`src/rtl/fetch_unit.sv`:
```
// IF stage: owns the PC, issues in-order imem requests, buffers returned instructions in a
// small entry FIFO and feeds the IF/ID register; a redirect flushes and kills in-flight returns.
module fetch_unit #(
    parameter int unsigned     XLEN     = 32,
    parameter logic [XLEN-1:0] RESET_PC = '0,
    parameter int unsigned     DEPTH    = 2
) (
    input  logic            clk,
    input  logic            rst,
    input  logic            stall_pc,
    input  logic            stall_if_id,
    input  logic            redirect_valid,
    input  logic [XLEN-1:0] redirect_pc,
    output logic            imem_req_valid,
    input  logic            imem_req_ready,
    output logic [XLEN-1:0] imem_req_addr,
    input  logic            imem_rsp_valid,
    input  logic [XLEN-1:0] imem_rsp_data,
    output logic            if_id_valid,
    output logic [XLEN-1:0] if_id_pc,
    output logic [XLEN-1:0] if_id_instr,
    output logic [XLEN-1:0] if_id_pc_plus4
);

    localparam int unsigned AW = $clog2(DEPTH);
    localparam int unsigned CW = AW + 1;

    logic [XLEN-1:0]  r_pc;
    logic [XLEN-1:0]  r_ent_pc    [DEPTH];
    logic [XLEN-1:0]  r_ent_instr [DEPTH];
    logic [DEPTH-1:0] r_ent_filled;
    logic [AW-1:0]    r_head;
    logic [AW-1:0]    r_tail;
    logic [AW-1:0]    r_fill;
    logic [CW-1:0]    r_count;
    logic [CW-1:0]    r_unfilled;
    logic [CW-1:0]    r_kill;
    logic             r_if_valid;
    logic [XLEN-1:0]  r_if_pc;
    logic [XLEN-1:0]  r_if_instr;
    logic [XLEN-1:0]  r_if_pc_plus4;

    logic             w_req_valid;
    logic             w_accept;
    logic             w_rsp_kill;
    logic             w_rsp_fill;
    logic             w_head_ready;
    logic             w_pop;
    logic [CW-1:0]    w_count_next;
    logic [CW-1:0]    w_unfilled_next;

    // The request side looks only at the registered count, so a full FIFO that pops this
    // cycle still issues nothing until the next one.
    assign w_req_valid  = !rst && !stall_pc && !redirect_valid && (r_count < CW'(DEPTH));
    assign w_accept     = w_req_valid && imem_req_ready;
    assign w_rsp_kill   = imem_rsp_valid && (r_kill != '0);
    assign w_rsp_fill   = imem_rsp_valid && (r_kill == '0);
    assign w_head_ready = (r_count != '0) && r_ent_filled[r_head];
    assign w_pop        = !redirect_valid && !stall_if_id && w_head_ready;

    assign w_count_next    = r_count + CW'(w_accept) - CW'(w_pop);
    assign w_unfilled_next = r_unfilled + CW'(w_accept) - CW'(w_rsp_fill);

    always_ff @(posedge clk) begin
        if (rst) begin
            r_pc          <= RESET_PC;
            r_ent_filled  <= '0;
            r_head        <= '0;
            r_tail        <= '0;
            r_fill        <= '0;
            r_count       <= '0;
            r_unfilled    <= '0;
            r_kill        <= '0;
            r_if_valid    <= 1'b0;
            r_if_pc       <= '0;
            r_if_instr    <= '0;
            r_if_pc_plus4 <= '0;
        end else if (redirect_valid) begin
            r_pc         <= redirect_pc;
            r_ent_filled <= '0;
            r_head       <= '0;
            r_tail       <= '0;
            r_fill       <= '0;
            r_count      <= '0;
            r_unfilled   <= '0;
            // Every old-path response still owed must be dropped, minus the one arriving now.
            r_kill       <= r_kill + r_unfilled - CW'(imem_rsp_valid);
            r_if_valid   <= 1'b0;
        end else begin
            if (w_accept) begin
                r_pc                 <= r_pc + XLEN'(4);
                r_ent_pc[r_tail]     <= r_pc;
                r_ent_filled[r_tail] <= 1'b0;
                r_tail               <= r_tail + AW'(1);
            end
            if (w_rsp_kill) begin
                r_kill <= r_kill - CW'(1);
            end
            if (w_rsp_fill) begin
                r_ent_instr[r_fill]  <= imem_rsp_data;
                r_ent_filled[r_fill] <= 1'b1;
                r_fill               <= r_fill + AW'(1);
            end
            if (w_pop) begin
                r_head <= r_head + AW'(1);
            end
            r_count    <= w_count_next;
            r_unfilled <= w_unfilled_next;
            if (!stall_if_id) begin
                if (w_head_ready) begin
                    r_if_valid    <= 1'b1;
                    r_if_pc       <= r_ent_pc[r_head];
                    r_if_instr    <= r_ent_instr[r_head];
                    r_if_pc_plus4 <= r_ent_pc[r_head] + XLEN'(4);
                end else begin
                    r_if_valid <= 1'b0;
                end
            end
        end
    end

    assign imem_req_valid = w_req_valid;
    assign imem_req_addr  = r_pc;
    assign if_id_valid    = r_if_valid;
    assign if_id_pc       = r_if_pc;
    assign if_id_instr    = r_if_instr;
    assign if_id_pc_plus4 = r_if_pc_plus4;

endmodule

```
`config.mk`:
```
export PLATFORM = sky130hd
export DESIGN_NAME = fetch_unit
export DESIGN_NICKNAME = d
export VERILOG_FILES = /design/src/rtl/fetch_unit.sv
export SDC_FILE = /design/constraint.sdc
export NUM_CORES = 1
export LEC_CHECK = 0
export ABC_CLOCK_PERIOD_IN_PS = 4640
export BUFFER_PORTS_ARGS = -buffer_cell sky130_fd_sc_hd__buf_4
export CORE_MARGIN = 2
export CORE_UTILIZATION = 55
export DETAILED_ROUTE_END_ITERATION = 12
export PLACE_DENSITY = 0.82
export SLEW_MARGIN = 20
export SYNTH_ARGS = -nofsm -noshare
export SYNTH_HDL_FRONTEND = slang
export SYNTH_SLANG_ARGS = --single-unit
```
`constraint.sdc`:
```
create_clock -name clk -period 4.64 [get_ports clk]
set_input_delay 0.232 -clock clk [delete_from_list [all_inputs] [get_ports clk]]
set_output_delay 0.232 -clock clk [all_outputs]
set_load 0.02 [all_outputs]
```
# Word level (Yosys, flattened, before mapping)
# Memory sizes are Yosys's and may differ from the RTL's. A register that Yosys moved wholly into a read port is not among the register bits.
# Cells that the tools add are included.
word_totals:
  reg_bits: 108
  wordCells: 83
  output_inout_bits: 130
  in_bits: 71
  n_memories: 2
  mem_bits_rw: 128
classes:
  mux: 25
  n_addsub: 12
  n_reduce_logical: 22
  bitwise: 5
  n_lt_le_gt_ge: 6
mem_list:
  columns: ["name", "depth", "word_bits", "read_ports", "rd_clocked_by_memory_dff", "wr", "line_no", "text"]
  rows:
  - ["r_ent_instr", 2, 32, 1, 1, 1, "30", "logic [XLEN-1:0] r_ent_instr [DEPTH];"]
  - ["r_ent_pc", 2, 32, 1, 1, 1, "29", "logic [XLEN-1:0] r_ent_pc [DEPTH];"]
op_table:
  columns: ["cell", "n"]
  rows:
  - ["adder 32 x 3 -> 32 bit, second input constant", 2]
  - ["two-way mux 32 bit", 2]
  - ["two-way mux 1 bit", 15]
  - ["two-way mux 2 bit", 6]
  - ["logical AND 1 bit", 11]
  - ["nonzero test 2 bit", 4]
  - ["less-than comparator 1 x 2 -> 1 bit, second input constant", 3]
  - ["subtractor 2 x 1 -> 2 bit", 3]
  - ["adder 2 x 1 -> 2 bit", 2]
  - ["logical NOT 1 bit", 4]
  - ["adder 1 bit, second input constant", 3]
  - ["AND reduction 3 bit", 1]
  - ["adder 2 bit", 1]
  - ["bitwise AND 2 bit", 1]
  - ["demux 1 bit (select 1 bit)", 2]
  - ["greater-or-equal comparator 1 bit, second input constant", 2]
  - ["logical NOT 2 bit", 1]
  - ["less-than comparator 2 bit, second input constant", 1]
  - ["inverter 1 bit", 2]
  - ["inverter 2 bit", 1]
  - ["bitwise OR 2 bit", 1]
  - ["OR reduction 2 bit", 1]
  - ["subtractor 2 x 1 -> 2 bit, second input constant", 1]

# Logic depth before layout (Yosys ltp)
# Gate-level depths: netlist of run 1.
logic_depth:
  ltp_word: 11
  depth_mapped: 12
  ltp_nobuf: 10

# Worst setup path after synthesis of run 1
# No wires, ideal clock.
synth_path:
  path_type: "reg-to-reg"
  from: "register r_kill[0]"
  to: "memory r_ent_instr[0][0], enable pin"
  path_buffers: 0
  period_less_slack_ns: 3.343
  stages_incl_launch_ff: 5
  required_time_ns: 4.177
  path_slack_ns: 1.297
  t_arrival_ns: 2.879
  setup_time_ns: 0.463
  path_cell_list: "dfxtp_1 > inv_1 > ha_1 > nand2_1 > nor3_1"
synth_between:
  elab_chain_len: 6
synth_rtl:
  columns: ["element", "line_no", "text"]
  rows:
  - ["start: declaration", "37", "logic [CW-1:0] r_kill;"]
  - ["start signal: assignment", "87", "r_kill <= r_kill + r_unfilled - CW'(imem_rsp_valid);"]
  - ["start signal: assignment", "97", "r_kill <= r_kill - CW'(1);"]
  - ["logical NOT 2 bit", "57", "assign w_rsp_fill = imem_rsp_valid && (r_kill == '0);"]
  - ["logical AND 1 bit", "57", null]
  - ["two-way mux 1 bit", "99", "if (w_rsp_fill) begin"]
  - ["two-way mux 1 bit", "78", "end else if (redirect_valid) begin"]
  - ["two-way mux 1 bit", "65", "if (rst) begin"]
  - ["two-way mux 1 bit (not written as such)", "100", "r_ent_instr[r_fill] <= imem_rsp_data;"]
  - ["end: declaration", "30", null]
# Every way passes these cells.

==> summary.txt, run 1 <==
GRT
  – Pin count of the biggest net entering global routing: approximately 90
  – Grt ovf: 0
  – Total Routing Usage GR: 26.2%
  – First-pass GRT wire length: roughly 46,000 µm
  – Initial antenna violation count: 0
  – Vias in the first global route: ~8.6k

Pwr
  – Sw Ratio: between 20% and 30%
  – Clock Power Share: between 40 and 50%
  – Internal power: 3900 µW
  – Seq pwr share: about half
  – Combinational share of power: between 6 and 7%
  – Switching power: ~1100 µW
  – Worst VDD drop: approximately 0.00026 V
  – Pwr Density: approximately 350 nW/µm²
  – Leakage: around 0.005 µW

Floorplanning
  – Core Area: between 20,000 and 25,000 µm²
  – I/O pin total: 201
  – DIE WIDTH: ~150 µm
  – Initial Utilization: between 50% and 60%
  – Die height: 147 µm
  – Site Rows: 52
  – Die area: 21,600 µm²

Clocking
  – Post-CTS sizing: 0
  – Clk root buf: clkbuf_16
  – Clock sinks: ~270
  – CTS tree: yes
  – CTS buffer count: 26
  – Clk buf depth: 3
  – Clock Latency Late Sink: 0.53 ns
  – H-tree depth: 1
  – Clk slew on worst S/H paths: approximately 0.060 ns

STA
  – Fin crit share: between 60 and 70%
  – Unrepaired setup endpoints after global routing: false
  – Slew Limit Fails: 0
  – Hold slack final: ~0.012 ns
  – Fmax: between 300 and 400 MHz
  – Slew @ Worst Pin: about 0.95 ns
  – Setup violators final: 0
  – Final hold vios: 0
  – Worst setup margin: ~1.6 ns
  – Slew headroom: roughly 37%
  – Clock Skew: roughly 0.0061 ns
  – Fin Setup TNS: 0 ns
  – Min Tclk post-route: around 3.0 ns

Logic synthesis
  – Top cells by area, synth: edfxtp_1, dfxtp_1, mux2i_1, a211oi_1, nor2_1
  – Syn avg cell area: 11.1 µm²
  – Post-synth top area share: 34.2%
  – Synth top cells by count: dfxtp_1, edfxtp_1, nor2_1
  – Count leader, synth: dfxtp_1
  – Post-synthesis instance area: between 10,000 and 15,000 µm²
  – Post-Syn Nets: approximately 1.1k
  – Sequential element share of the synthesized area: between 50 and 60%
  – Synth Flop Type: dfxtp_1
  – Post-synth cell types: 65
  – Syn Inst Count: 1,011
  – Post-synthesis async set-or-reset flop share: 0%
  – Yosys warnings: 0
  – Post-synth EDFFs: ~130
  – Yosys reg bits: 267
  – Dominant cell type by area after synthesis: edfxtp_1

Placement
  – Input/output buffers: 200
  – GPL Wtd Cong: roughly 0.86
  – HPWL Detailed: around 18,000 µm
  – Setup WS pre-CTS: around 1.7 ns

Run
  – Max-cap viol count: 0

Routing
  – Via count: slightly above 9k
  – Drt total wl: a little under 30,000 µm
  – DR iter-0 viols: between 900 and 1k
  – DRC violations left: 0
  – Routed vias/inst: 5.97
  – Final ANT Viol Nets: 0
  – First drt pass iteration count: 6
  – WL/cell: 19.0 µm

Critical path
  – Crit Path Max Fanout: around 50
  – Kind of critical path: reg2reg
  – R2r worst-path depth: 5
  – Critical Path RT: ~5.1 ns
  – WP data arrival: between 3 and 4 ns
  – Crit. End Element: flop
  – Element type at the critical path start: flop

Cells and area
  – Area Overhead vs Synth: 26.8%
  – Fin util: between 70% and 80%
  – Inserted Diodes: 0
  – Final Net Count: roughly 1.3k
  – Fraction of layout cells with a size suffix above 1: 22.1%

Worst hold path
  – Hold Path Class: in2reg
  – Hold Path Depth: 3

Status
  – Status: finished clean
## worst paths after layout
kind	from	end	slack (ns)
max	flop	if_id_pc_plus4[31]$_SDFFE_PP0P_	1.64
min	redirect_pc[19]	imem_req_addr[19]$_SDFFE_PP0P_	0.01
max reg2reg	flop	if_id_pc_plus4[31]$_SDFFE_PP0P_	1.64
min reg2reg	if_id_pc_plus4[10]$_SDFFE_PP0P_	if_id_pc_plus4[10]$_SDFFE_PP0P_	0.46
## worst max-delay path, cell delays in order (launching register included)
cell and delay [ns]:
dfxtp_2 0.95, nand3_1 0.37, a22oi_4 0.37, nand4_1 0.47, o31a_1 0.45, o32ai_1 0.27
## kinds of logic (layout without fill, tap and decap cells)
logic type | count (synthesis) | in the layout | synth area share [%]
simple gates | 360 | 360 | 16.2
flops | 267 | 267 | 59.0
compound gates | 205 | 205 | 12.7
buf+inv | 79 | 324 | 3.20
mux | 72 | 72 | 6.50
xor+xnor | 19 | 19 | 1.48
fa+ha+maj | 9 | 9 | 1.00
## power by group through the flow
stage	clock, µW	sequential (µW)	combinational [µW]
5_1_grt	2230	2570	333
3_5_place_dp	0	2620	268
2_1_floorplan	0	2620	133
6_report	2120	2570	308
4_1_cts	2130	2560	305
3_3_place_gp	0	2610	259
## final cells by class
| cell class | count | area [µm²] |
|---|---|---|
| tap | 270 | 338 |
| fill | 1408 | 5920 |
| clock inverter | 15 | 164 |
| sequential | 267 | 6630 |
| inverter | 15 | 58.8 |
| timing repair buffer | 261 | 2100 |
| clock buffer | 33 | 699 |
| multi-input combinational | 665 | 4260 |
## registers in the layout, indices dropped and copies added (netlist names), 30 cells and up, named ones only
register	count
if_id_pc	32
imem_req_addr	32
r_ent_pc	64
r_ent_instr	64
if_id_pc_plus4	30
if_id_instr	32
## stage by stage
| step | cell area (µm²) | power (µW) | std cells |
|---|---|---|---|
| floorplan | 11200 | 2750 | 1011 |
| global placement | 12900 | 2870 | 1427 |
| detailed placement | 12900 | 2880 | 1427 |
| CTS | 14200 | 5000 | 1526 |
| global route | 14200 | 5130 | 1526 |
| finish | 14200 | 4990 | 1526 |
## repair_timing
action	4_1_cts	5_1_grt
buffers inserted	0	0
endpoints found under the hold margin	83	0
hold buffers	51	0
## routing by layer
metal	GRT usage [%]	routed length, µm	vias up
met5	0	0	-
li1	-	-	4256
met3	3.63	2150	53
met4	7.12	656	0
met1	36.8	12300	4360
met2	43.3	13900	441
## layout by cell type, fill, tap and decap left out, types with 14 or more instances in the layout
master | Yosys | final
edfxtp_1 | 128 | 128
o21ai_0 | 21 | 21
nand3_1 | 51 | 51
nor3_1 | 22 | 21
buf_4 | 4 | 209
clkbuf_16 | 0 | 27
dlygate4sd3_1 | 0 | 51
mux2i_1 | 64 | 64
nand4_1 | 22 | 22
a211oi_1 | 63 | 63
dfxtp_1 | 139 | 137
a21oi_1 | 42 | 42
xnor2_1 | 14 | 14
nand2_1 | 87 | 87
nor2_1 | 99 | 99
Power figures use the tool's default switching activity.
==> run 2, diff against run 1 <==
Settings changed: ABC_CLOCK_PERIOD_IN_PS 4640 to 2560, CORE_UTILIZATION 55 to 50, PLACE_DENSITY 0.82 to 0.79.
Clock period 4.64 ns to 2.56 ns, I/O delays scaled along.
==> run 2 against run 1 <==
Setup slack worse by 1.4 ns. Non-clock buffer count rose by 30. Critical path depth grew 1. Wire length rose by 0.22%. Sequential cell count did not move. Global-route usage down 2.2 points. Combinational power increased by 92%. Clock-buffer cell count down 2. Maximum frequency is 28% higher. Critical path type unchanged. Largest cell class unchanged. Largest power group unchanged. Highest routed layer unchanged.
==> summary.txt, run 2 (synthesis gave the netlist of run 1 again) <==
STA
  – Fin Setup TNS: 0 ns (unchanged)
  – Fin crit share: 91.4% (+27 points)
  – Slew Limit Fails: 0 (unchanged)
  – Unrepaired setup endpoints after global routing: false
  – Slew @ Worst Pin: 0.805 ns (-0.143 ns)
  – Fmax: 428 MHz (+28%)
  – Final hold vios: 0 (unchanged)
  – Setup violators final: 0 (unchanged)
  – Min Tclk post-route: 2.34 ns (-0.663 ns)
  – Slew headroom: 46.3% (+9.6 points)
  – Clock Skew: 0.00795 ns (+0.00187 ns)

Routing
  – Routed vias/inst: 5.80 (-2.9%)
  – Drt total wl: 29,100 µm (+0.22%)
  – Final ANT Viol Nets: 0 (unchanged)
  – Via count: 9,087 (-0.25%)
  – WL/cell: 18.6 µm (-2.4%)
  – DR iter-0 viols: 881 (-8.0%)
  – DRC violations left: 0 (unchanged)
  – First drt pass iteration count: 7 (+1)

GRT
  – Grt ovf: 0 (unchanged)
  – Vias in the first global route: 8,586 (+0.13%)
  – First-pass GRT wire length: 45,700 µm (unchanged)
  – Pin count of the biggest net entering global routing: 94 (+3.3%)
  – Total Routing Usage GR: 24.0% (-2.2 points)
  – Initial antenna violation count: 0 (unchanged)

Status
  – Status: finished clean

Critical path
  – Critical Path RT: 3.03 ns (-2.04 ns)
  – Delay-heaviest family, CP: simple AND/OR/NAND/NOR gates
  – R2r worst-path depth: 6 (+1)
  – Worst Path Buf+Inv: 1 (+1)
  – Element type at the critical path start: flop
  – Crit. End Element: flop
  – WP data arrival: 2.81 ns (-0.62 ns)
  – Slowest CP cell: dfxtp_2
  – Worst path cell trace: buf_4, mux2i_1, a21oi_1, nand2_1, or4_1, nand3_1
  – Kind of critical path: reg2reg
  – WP depth: 6 (+1)
  – Crit Path Max Fanout: 35 (-31%)
  – CP max stage delay: 0.52 ns (-0.43 ns)

Clocking
  – CTS tree: yes
  – Clock Latency Late Sink: 0.53 ns (about the same)
  – Post-CTS Repair Setup Buffers: 0 (unchanged)
  – Clk buf depth: 3 (unchanged)
  – Clk slew on worst S/H paths: 0.06 ns (about the same)
  – CTS buffer count: 27 (+3.8%)
  – Hold_buf cts: 63 (+24%)
  – Clk root buf: clkbuf_16
  – Clock sinks: 267 (unchanged)
  – H-tree depth: 1 (unchanged)
  – Post-CTS sizing: 0 (unchanged)

Cells and area
  – Final Net Count: 1,347 (+2.4%)
  – Finished Layout Cells: 1,567 (+2.7%)
  – Most frequent cells in the layout: buf_4, dfxtp_1, edfxtp_1, nor2_1, nand2_1
  – Fin util: 66.3% (-4.3 points)
  – Fraction of layout cells with a size suffix above 1: 23.2% (+1.2 points)
  – Area Overhead vs Synth: 29.7%
  – Inserted Diodes: 0 (unchanged)
  – Largest registers: r_ent_instr (64), r_ent_pc (64)
  – Design Area, Final: 14,600 µm² (+2.3%)
  – Most common cell after layout, fill and taps aside: buf_4

Placement
  – HPWL Detailed: 19,000 µm (+3.6%)
  – Cells after DPL: 1,455 (+2.0%)
  – GPL Wtd Cong: 0.858 (+0.10%)
  – Input/output buffers: 200 (unchanged)
  – Cell Area, Placed: 13,100 µm² (+1.5%)

Pwr
  – Worst VDD drop: 0.000548 V (+110%)
  – Leakage: 0.00528 µW (+3.2%)
  – Pwr Density: 626 nW/µm² (+79%)

Worst hold path
  – Hold Path Class: in2reg
  – Hold Path Depth: 3 (unchanged)
  – Hold_sp: redirect_valid

Floorplanning
  – Die area: 23,700 µm² (+9.7%)
  – Die height: 154 µm (+4.8%)
  – DIE WIDTH: 154 µm (+4.8%)
  – Core Area: 22,000 µm² (+8.9%)
  – I/O pin total: 201 (unchanged)
  – Site Rows: 54 (+3.8%)
  – Initial Utilization: 51.2% (-4.5 points)

Run
  – Max-cap viol count: 0 (unchanged)
==> run 2: routing by layer <==
| layer | share of wire [%] | vias to the layer above | routed length [µm] | GRT usage, % |
|---|---|---|---|---|
| met5 | 0 | - | 0 | 0 |
| met4 | 2.9 | 0 | 858 | 8.68 |
| met3 | 7.7 | 55 | 2240 | 4.03 |
| met2 | 47 | 412 | 13600 | 38.3 |
| met1 | 43 | 4289 | 12400 | 33.5 |
| li1 | - | 4331 | - | - |
==> run 2: worst paths after layout <==
check	slack [ns]	end
setup / recovery	0.22	if_id_pc_plus4[29]$_SDFFE_PP0P_
hold / removal	0.02	imem_req_addr[25]$_SDFFE_PP0P_
setup reg to reg	0.22	if_id_pc_plus4[29]$_SDFFE_PP0P_
hold reg to reg	0.46	if_id_pc_plus4[7]$_SDFFE_PP0P_
==> run 2: cell type report <==
type                       instances  area, µm²
sequential                       267       6630
clock buffer                      31        701
tap                              280        350
multi-input combinational        665       4270
inverter                          15       58.8
clock inverter                    18        170
timing repair buffer             291       2390
fill                            1607       7390
==> run 2: through the flow <==
stage                     power (µW)  hold slack [ns]  setup WS, ns
after floorplan                 4990            0.227        0.0281
final                           9130           0.0213         0.221
after global routing            9420           0.0345        0.0905
after detailed placement        5240            0.316         0.267
after CTS                       9160           0.0124         0.247
after global placement          5220            0.313         0.290
==> run 2: power breakdown <==
part / switching, µW / internal (µW) / total [µW]
Clock: 1620 / 2260 / 3890
Combinational: 308 / 284 / 592
Sequential: 90.7 / 4560 / 4650
==> run 2: worst reg2reg max path, stage by stage, from the launching register on <==
cell and delay [ns]:
dfxtp_2 0.52, buf_4 0.42, mux2i_1 0.27, a21oi_1 0.32, nand2_1 0.15, or4_1 0.52, nand3_1 0.09
==> run 3, diff against run 2 <==
Settings changed: ABC_AREA set to 1, CORE_UTILIZATION 50 to 51.
==> run 3 against run 2 <==
Synthesized cell count increased by 39%. Clock-buffer cell count increased by 5. Critical path type unchanged. Setup slack improved by 0.22 ns. First-iteration DRC count decreased by 15%. Clock power increased by 1%. Utilization decreased by 0.69 points.
==> summary.txt, run 3 <==
Critical path
  – Element type at the critical path start: flop
  – WP data arrival: 2.55 ns (-0.26 ns)
  – Kind of critical path: reg2reg
  – Crit Path Max Fanout: 34 (-2.9%)
  – Critical Path RT: 2.99 ns (-0.04 ns)
  – Crit. End Element: flop

Logic synthesis
  – Dominant cell type by area after synthesis: edfxtp_1
  – Top cells by area, synth: edfxtp_1, dfxtp_1, nand2_1, nor2_1, inv_1
  – Post-synth EDFFs: 128 (unchanged)
  – Yosys warnings: 0 (unchanged)
  – Synth top cells by count: nand2_1, nor2_1, dfxtp_1
  – Post-synthesis async set-or-reset flop share: 0% (unchanged)
  – Count leader, synth: nand2_1
  – Post-synth cell types: 47 (-28%)
  – Synth Flop Type: dfxtp_1
  – Post-Syn Nets: 1,488 (+36%)
  – Post-synthesis instance area: 12,000 µm² (+6.9%)
  – Post-synth top area share: 32.0% (-2.2 points)
  – Yosys reg bits: 267 (unchanged)
  – Syn avg cell area: 8.53 µm² (-23%)
  – Sequential element share of the synthesized area: 55.1% (-3.8 points)
  – Syn Inst Count: 1,408 (+39%)

Placement
  – HPWL Detailed: 21,800 µm (+14%)
  – GPL Wtd Cong: 0.923 (+7.6%)
  – Input/output buffers: 200 (unchanged)
  – Cells after DPL: 1,883 (+29%)

Clocking
  – Clk buf depth: 3 (unchanged)
  – CTS buffer count: 28 (+3.7%)
  – Clock sinks: 267 (unchanged)
  – Post-CTS Repair Setup Buffers: 0 (unchanged)
  – Clock Latency Late Sink: 0.55 ns (+0.02 ns)
  – Post-CTS sizing: 0 (unchanged)
  – Clk root buf: clkbuf_16
  – Clk slew on worst S/H paths: 0.06 ns (about the same)
  – CTS tree: yes
  – H-tree depth: 1 (unchanged)

Cells and area
  – Finished Layout Cells: 2,001 (+28%)
  – Inserted Diodes: 0 (unchanged)
  – Most frequent cells in the layout: nand2_1, buf_4, nor2_1, dfxtp_1, inv_1
  – Largest registers: r_ent_instr (64), r_ent_pc (64)
  – Area Overhead vs Synth: 27.5%
  – Fraction of layout cells with a size suffix above 1: 19.8% (-3.4 points)
  – Most common cell after layout, fill and taps aside: nand2_1
  – Final Net Count: 1,740 (+29%)

GRT
  – Grt ovf: 0 (unchanged)
  – M2 GR Usage: 42.0% (+3.8 points)
  – Initial antenna violation count: 0 (unchanged)
  – Vias in the first global route: 9,810 (+14%)
  – Met3 Track Usage GR: 3.25% (-0.78 points)
  – Pin count of the biggest net entering global routing: 125 (+33%)
  – First-pass GRT wire length: 50,800 µm (+11%)
  – GR peak layer: met2
  – Met1 Resource Use GR: 35.1% (+1.6 points)
  – Total Routing Usage GR: 25.8% (+1.7 points)

STA
  – Unrepaired setup endpoints after global routing: false
  – Fmax: 471 MHz (+10%)
  – Slew headroom: 52.4% (+6.1 points)
  – Final hold vios: 0 (unchanged)
  – Slew Limit Fails: 0 (unchanged)
  – Slew @ Worst Pin: 0.714 ns (-0.0908 ns)
  – Min Tclk post-route: 2.12 ns (-0.215 ns)
  – Fin crit share: 83.0% (-8.4 points)
  – Setup violators final: 0 (unchanged)
  – Clock Skew: 0.0129 ns (+0.00498 ns)

Floorplanning
  – Site Rows: 56 (+3.7%)
  – Die area: 24,800 µm² (+4.7%)
  – Core Area: 23,300 µm² (+6.3%)
  – DIE WIDTH: 157 µm (+2.3%)
  – I/O pin total: 201 (unchanged)
  – Initial Utilization: 51.5% (+0.32 points)
  – Die height: 157 µm (+2.3%)

Pwr
  – Leakage: 0.00663 µW (+26%)
  – Final Total Pwr: 9180 µW (+0.53%)
  – Worst VDD drop: 0.000408 V (-26%)
  – Pwr Density: 599 nW/µm² (-4.4%)

Routing
  – Final ANT Viol Nets: 0 (unchanged)
  – DRC violations left: 0 (unchanged)
  – First drt pass iteration count: 5 (-2)
  – Drt total wl: 32,400 µm (+11%)
  – Routed vias/inst: 5.18 (-11%)
  – DR iter-0 viols: 751 (-15%)
  – WL/cell: 16.2 µm (-13%)
  – Via count: 10.4k (+14%)

Worst hold path
  – Hold Path Class: in2reg

Run
  – Max-cap viol count: 0 (unchanged)

Status
  – Status: finished clean
-- run 3: changes by cell type in the layout (fill, tap and decap cells not counted), sizes merged, moves of 14 or more --
| cell | previous run | this run |
|---|---|---|
| nand4 | 24 | 7 |
| o21a | 2 | 22 |
| a211oi | 63 | 0 |
| o21ai | 21 | 82 |
| a31oi | 10 | 45 |
| inv | 15 | 142 |
| nand2 | 87 | 423 |
| and3 | 14 | 0 |
| nand3 | 53 | 72 |
| mux2i | 64 | 1 |
| nor2 | 100 | 172 |
-- run 3: cell type report --
cell class	instances	area, µm²
clock buffer	36	751
timing repair buffer	287	2340
clock inverter	16	156
fill	1875	8010
sequential	267	6630
multi-input combinational	933	4500
tap	319	399
inverter	143	541
-- run 3: kinds of logic (layout without fill, tap and decap cells) --
kind of cell / Yosys count / in the layout / share of synthesized area, %
flip-flops: 267 / 267 / 55.1
AO/OA/AOI/OAI: 209 / 209 / 10.3
AND/OR/NAND/NOR: 697 / 697 / 24.7
adder cells (fa/ha/maj): 9 / 9 / 0.937
buffers and inverters: 208 / 482 / 7.53
XOR/XNOR: 17 / 17 / 1.24
multiplexers: 1 / 1 / 0.0833
-- run 3: report_power, final --
| group | leakage (µW) | switching, µW | total (µW) | internal (µW) |
|---|---|---|---|---|
| combinational | 0.00391 | 330 | 613 | 282 |
| sequential | 0.00228 | 80.2 | 4630 | 4550 |
| clock | 0.000434 | 1650 | 3930 | 2280 |
-- run 3: worst paths after layout --
| check | startpoint | slack (ns) | cells after the start | endpoint |
|---|---|---|---|---|
| worst min register to register | if_id_pc[14]$_SDFFE_PP0P_ | 0.46 | 1 | if_id_pc[14]$_SDFFE_PP0P_ |
| worst min-delay path | redirect_valid | 0.03 | 3 | imem_req_addr[7]$_SDFFE_PP0P_ |
| worst max register to register | flop | 0.44 | 10 | if_id_pc_plus4[23]$_SDFFE_PP0P_ |
| worst max-delay path | flop | 0.44 | 10 | if_id_pc_plus4[23]$_SDFFE_PP0P_ |
-- run 3: stage by stage --
stage	hold slack (ns)	cell area (µm²)	setup TNS, ns	util [%]	setup WS (ns)
5_1_grt	0.0537	15300	0	65.7	0.163
4_1_cts	0.0129	15300	0	65.7	0.431
2_1_floorplan	0.227	12000	-4.75	-	-0.0742
6_report	0.0278	15300	0	65.7	0.436
3_5_place_dp	0.316	13800	0	58.9	0.485
3_3_place_gp	0.314	13800	0	58.9	0.558
-- run 3: worst max-delay path: stages, from the launching register on --
cell     delay (ns)
dfxtp_2        0.50
buf_4          0.38
nand2_1        0.08
o21ai_1        0.22
nand2_1        0.16
nor2_2         0.18
nand2_4        0.13
nor2_8         0.17
nand3_1        0.09
nand2_1        0.06
nor2_1         0.04
-- run 3: metal layers --
metal | part of all wire (%) | vias to the layer above | wire, µm
met5 | 0 | - | 0
met4 | 3.7 | 0 | 1190
met3 | 6.6 | 85 | 2140
met2 | 47 | 405 | 15200
met1 | 43 | 4784 | 13800
li1 | - | 5100 | -
-- run 3: what timing repair did --
item	in CTS	in global routing
hold buffers	66	0
setup endpoints to repair	0	0
hold endpoints to repair	100	0
